===== config.mk =====
export PLATFORM = sky130hd
export DESIGN_NAME = sram_read_sched
export DESIGN_NICKNAME = d
export VERILOG_FILES = /design/src/rtl/sram_read_sched.sv
export SDC_FILE = /design/constraint.sdc
export NUM_CORES = 1
export LEC_CHECK = 0
export ABC_AREA = 0
export BUFFER_PORTS_ARGS = -buffer_cell sky130_fd_sc_hd__buf_2
export CAP_MARGIN = 10
export CORE_AREA = 2 2 248 250
export DETAILED_ROUTE_END_ITERATION = 6
export DIE_AREA = 0 0 250 252
export HOLD_SLACK_MARGIN = 0.1
export REMOVE_ABC_BUFFERS = 1
export SETUP_SLACK_MARGIN = 0.4
export SYNTH_ARGS = -nofsm -noshare
export SYNTH_HDL_FRONTEND = slang
export SYNTH_SLANG_ARGS = --single-unit

===== constraint.sdc =====
create_clock -name switch_clk -period 3.4 [get_ports switch_clk]
set_input_delay 0.51 -clock switch_clk [delete_from_list [all_inputs] [get_ports switch_clk]]
set_output_delay 0.51 -clock switch_clk [all_outputs]
set_load 0.02 [all_outputs]

===== src/rtl/sram_read_sched.sv =====
// rtl/sram_read_sched.sv - shared SRAM read port scheduler with burst round-robin, return routing and free-request serialiser
module sram_read_sched #(
  parameter int NUM_PORTS  = 4,
  parameter int ADDR_W     = 10,
  parameter int BLOCK_BITS = 256,
  parameter int RD_LAT     = 1,
  parameter int MAX_BURST  = 4
) (
  input  logic                              switch_clk,
  input  logic                              switch_rst,
  input  logic [NUM_PORTS-1:0]              rd_req_i,
  input  logic [NUM_PORTS-1:0][ADDR_W-1:0]  rd_addr_i,
  output logic [NUM_PORTS-1:0]              rd_gnt_o,
  output logic                              mem_re_o,
  output logic [ADDR_W-1:0]                 mem_raddr_o,
  input  logic                              mem_rvalid_i,
  input  logic [BLOCK_BITS-1:0]             mem_rdata_i,
  output logic [NUM_PORTS-1:0]              rd_rvalid_o,
  output logic [BLOCK_BITS-1:0]             rd_rdata_o,
  input  logic [NUM_PORTS-1:0]              free_req_i,
  input  logic [NUM_PORTS-1:0][ADDR_W-1:0]  free_block_idx_i,
  output logic [NUM_PORTS-1:0]              free_gnt_o,
  output logic                              free_req_o,
  output logic [ADDR_W-1:0]                 free_block_idx_o,
  output logic                              err_o
);

  localparam int PW = (NUM_PORTS > 1) ? $clog2(NUM_PORTS) : 1;
  localparam int BW = $clog2(MAX_BURST + 1);
  localparam int IW = $clog2(RD_LAT + 2);
  localparam logic [PW:0]    NP    = (PW + 1)'(NUM_PORTS);
  localparam logic [PW-1:0]  LASTP = PW'(NUM_PORTS - 1);
  localparam logic [BW-1:0]  MB    = BW'(MAX_BURST);
  localparam logic [IW-1:0]  IGN   = IW'(RD_LAT + 1);

  function automatic logic [PW-1:0] wrap_inc(input logic [PW-1:0] p);
    return (p == LASTP) ? '0 : p + 1'b1;
  endfunction

  // First requester at or after start; scanning high-to-low offset leaves the nearest one.
  function automatic logic [PW-1:0] rr_pick(input logic [NUM_PORTS-1:0] req,
                                            input logic [PW-1:0] start);
    logic [PW-1:0] pick;
    logic [PW:0]   s;
    pick = start;
    for (int i = NUM_PORTS - 1; i >= 0; i--) begin
      s = {1'b0, start} + (PW + 1)'(i);
      if (s >= NP) s = s - NP;
      if (req[s[PW-1:0]]) pick = s[PW-1:0];
    end
    return pick;
  endfunction

  logic [PW-1:0] last_port, rd_win, free_ptr, free_win;
  logic [BW-1:0] burst_cnt;
  logic          rd_any, rd_hold, free_any;
  logic [RD_LAT:0] tag_v;
  logic [PW-1:0] tag_p [RD_LAT+1];
  logic [IW-1:0] ign_cnt;
  logic          ret_v;
  logic [PW-1:0] ret_p;

  assign ret_v      = tag_v[RD_LAT];
  assign ret_p      = tag_p[RD_LAT];
  assign rd_rdata_o = mem_rdata_i;

  always_comb begin
    rd_any      = |rd_req_i;
    rd_hold     = rd_req_i[last_port] && (burst_cnt != '0) && (burst_cnt < MB);
    rd_win      = rd_hold ? last_port : rr_pick(rd_req_i, wrap_inc(last_port));
    free_any    = |free_req_i;
    free_win    = rr_pick(free_req_i, free_ptr);
    rd_gnt_o    = '0;
    free_gnt_o  = '0;
    rd_rvalid_o = '0;
    if (!switch_rst) begin
      if (rd_any)                 rd_gnt_o[rd_win]   = 1'b1;
      if (free_any)               free_gnt_o[free_win] = 1'b1;
      if (ret_v && mem_rvalid_i)  rd_rvalid_o[ret_p] = 1'b1;
    end
  end

  always_ff @(posedge switch_clk) begin
    if (switch_rst) begin
      last_port        <= '0;
      burst_cnt        <= '0;
      mem_re_o         <= 1'b0;
      mem_raddr_o      <= '0;
      tag_v            <= '0;
      for (int k = 0; k <= RD_LAT; k++) tag_p[k] <= '0;
      ign_cnt          <= IGN;
      err_o            <= 1'b0;
      free_ptr         <= '0;
      free_req_o       <= 1'b0;
      free_block_idx_o <= '0;
    end else begin
      mem_re_o <= rd_any;
      if (rd_any) begin
        mem_raddr_o <= rd_addr_i[rd_win];
        last_port   <= rd_win;
        burst_cnt   <= rd_hold ? burst_cnt + 1'b1 : BW'(1);
      end else begin
        burst_cnt <= '0;
      end
      tag_v    <= {tag_v[RD_LAT-1:0], rd_any};
      tag_p[0] <= rd_win;
      for (int k = 1; k <= RD_LAT; k++) tag_p[k] <= tag_p[k-1];
      // Returns that straddle a reset are neither routed nor flagged.
      if (ign_cnt != '0)               ign_cnt <= ign_cnt - 1'b1;
      else if (ret_v != mem_rvalid_i)  err_o   <= 1'b1;
      free_req_o <= free_any;
      if (free_any) begin
        free_block_idx_o <= free_block_idx_i[free_win];
        free_ptr         <= wrap_inc(free_win);
      end
    end
  end

endmodule


==> metrics <==
syn avg cell area=8.31 um^2; sequential fraction of the synthesis area=0.157; maximum VDD drop=0.433 mV; Post-DP Area=4470 um^2; cts bufs inserted=5; CP Launch Type=flip-flop; PD cells=798 nW/um^2; overall power=0.00402 W; Post-synth top flop=dfxtp_1; initial antenna violation count=3; Starting DRT DRC Count=413; pin count of the biggest net entering global routing=27; largest delay contributor family on the critical path=compound AO/OA/AOI/OAI gates; row count=90; RSZ-0062 raised after global routing=true; first-pass GRT wire length=97.3 mm; routed via count=4266; register bit total from synthesis=37; later-pin clock latency in the skew report=0.30 ns; Die Y-Extent=252 um; max-cap viol count=0; Synth cell types=55; Async SR Flop Fraction=0; Data required, critical path=2.89 ns; CTS tree=yes; Slew @ Worst Pin=0.801 ns; Max Buffers Root-to-Sink=2; Simple-Gate Fraction of Synth Area=0.103; Max Clk Rate=0.316 GHz; Starting Density=0.0786; dpl hpwl=86.2 mm; vias in the first global route=3568; share of layout cells above drive strength 1=0.483; # nets final=807; post-synthesis mux area share=0.0850; main combinational cell family by area after synthesis=buffers and inverters; Placer Congestion=1.36; Vias/cell=3.45; Die W=250 um; Syn Inst Count=569; core area=60100 um^2; YS warnings=0; WS Path Type=flip-flop to primary output; CP bufs+invs=2; Final Max Tran Viols=0; Final Setup Violations=0; Worst-path clk slew=0.07 ns; Antenna Nets Post-Route=0; critical path endpoint category=primary output; Hold Path Class=flip-flop to flip-flop; H-tree depth=2; CP Cell Sequence=inv_4, ha_4, or3b_1, a211o_1, a221o_1, and2_4, o221ai_4, and3b_1, buf_6; compound-cell area share of the yosys netlist=0.179; Port Buffer Count=125; slew margin rel.=0.464; Critical Path Max Stage Delay=0.37 ns; final instance area=5040 um^2; Fin Clk Skew=0.00864 ns; Pre-antenna DRT Iters=5; XOR/XNOR share of the synthesized area=0.00556; WL/cell=72.9 um; io pins=638; crit path DAT=2.65 ns; Adder-Cell Fraction of Synth Area=0.0265; DRC viols=0; total gr overflow=0; Critical Path Slowest Stage Cell=dfxtp_4; LEAKAGE=1.85 nW; run status=finished clean; Crit Path Max Fanout=5; number of flops mapped to enable cells by yosys=0; clock sinks=37; Area Overhead vs Synth=6.54%; clock root buffer master=clkbuf_16; die area=63000 um^2; Final min period=3.16 ns; Hold Buf Count CTS=0; routed wire length=90.1 mm; Mapped Area=4730 um^2; final hold vios=0; Tot GR Track Use=0.275; Final Cycle Share=0.930
## synth_stat cells (all sizes together) (4+ instances only)
master  instances  area [um^2]
mux4           11          248
mux2i          12          120
clkbuf         22         82.6
a211oi         21          178
nor2           17         63.8
o21a           11         82.6
nor2b           4         25.0
ha             10          125
o21ai           8         40.0
buf           262         1960
dfxtp          37          741
and2           15         96.3
inv            14         52.6
nand2          17         63.8
or3            10         62.6
a22o           10         87.6
a41oi          10         87.6
a21oi          10         50.1
nand3           4         20.0
o21bai         10         75.1
a311oi         11          103
## state kept, by name, summed over array words and instances (netlist names)
register	flops
ign_cnt	2
burst_cnt	3
free_ptr	2
free_req_o	1
last_port	2
tag_p	4
free_block_idx_o	10
mem_raddr_o	10
tag_v	2
err_o	1
## placed cells by master (no fill, tap or decap), drive strengths merged, types with 2 or more instances in the layout
cell and n:
mux2 3, a22o 10, and3 3, o21ai 8, or3 10, a41oi 10
nand2 17, inv 14, ha 10, bufinv 2, a21oi 10, a211oi 21
diode 3, o21a 11, o21bai 10, nor4 3, clkbuf 6, and3b 2
mux4 11, a31oi 2, nor2 17, nor3 3, or2 3, buf 157
nor2b 4, a311oi 11, xnor2 2, and2 15, dfxtp 37, nand3 4
mux2i 12, nor4bb 2
## where the power goes
part           total, W  internal (W)  switching (W)  leakage [nW]
logic           0.00271       0.00120        0.00151          1.44
clock network  0.000660      0.000421       0.000240        0.0938
registers      0.000651      0.000567      0.0000832         0.309
total           0.00402       0.00219        0.00183          1.85
## final cells by class
type | count | area [um^2]
diodes | 3 | 7.51
clock buffers | 5 | 125
clock inverters | 3 | 65.1
fillers | 7066 | 55100
inverters | 14 | 55.1
multi-input cells | 234 | 2060
flip-flops and latches | 37 | 746
well taps | 782 | 978
repair buffers | 158 | 1000
## metrics by stage
stage               TNS (ns)  setup slack, ns  cells  hold WS, ns  utilization
global route               0            0.107   1234        0.475       0.0837
global placement           0            0.274   1212        0.442       0.0744
CTS                        0            0.188   1225        0.463       0.0787
detailed placement         0            0.207   1212        0.449       0.0744
floorplan              -8.06            -1.08    285        0.414            -
finish                     0            0.239   1236        0.458       0.0837
## path summary, 6_finish.rpt
| path | to | from | slack (ns) | cells past startpoint |
|---|---|---|---|---|
| setup / recovery | rd_gnt_o[0] | last_port[0] | 0.24 | 9 |
| hold reg to reg | tag_p[0][3] | tag_p[0][1] | 0.46 | 1 |
| setup reg to reg | mem_raddr_o[3] | last_port[0] | 0.33 | 14 |
| hold / removal | tag_p[0][3] | tag_p[0][1] | 0.46 | 1 |
## what timing repair did
action	4_1_cts	5_1_grt
endpoints found under the setup margin	13	14
gates cloned	0	2
pin swaps	5	19
buffers inserted	5	6
gates resized for setup	8	43
## metal layers
layer / vias up / global-route usage / routed length, um
met5: - / 0.124 / 1070
met4: 26 / 0.129 / 4960
met3: 83 / 0.419 / 28900
met2: 874 / 0.478 / 43900
met1: 1806 / 0.0938 / 11300
li1: 1477 / - / -
## cell families after synthesis
family,Yosys count
flip-flops,37
buffers and inverters,298
XOR/XNOR,3
adder cells (fa/ha/maj),10
AND/OR/NAND/NOR,89
AO/OA/AOI/OAI,106
multiplexers,26
Note: power is estimated with default switching activity, not from simulation.
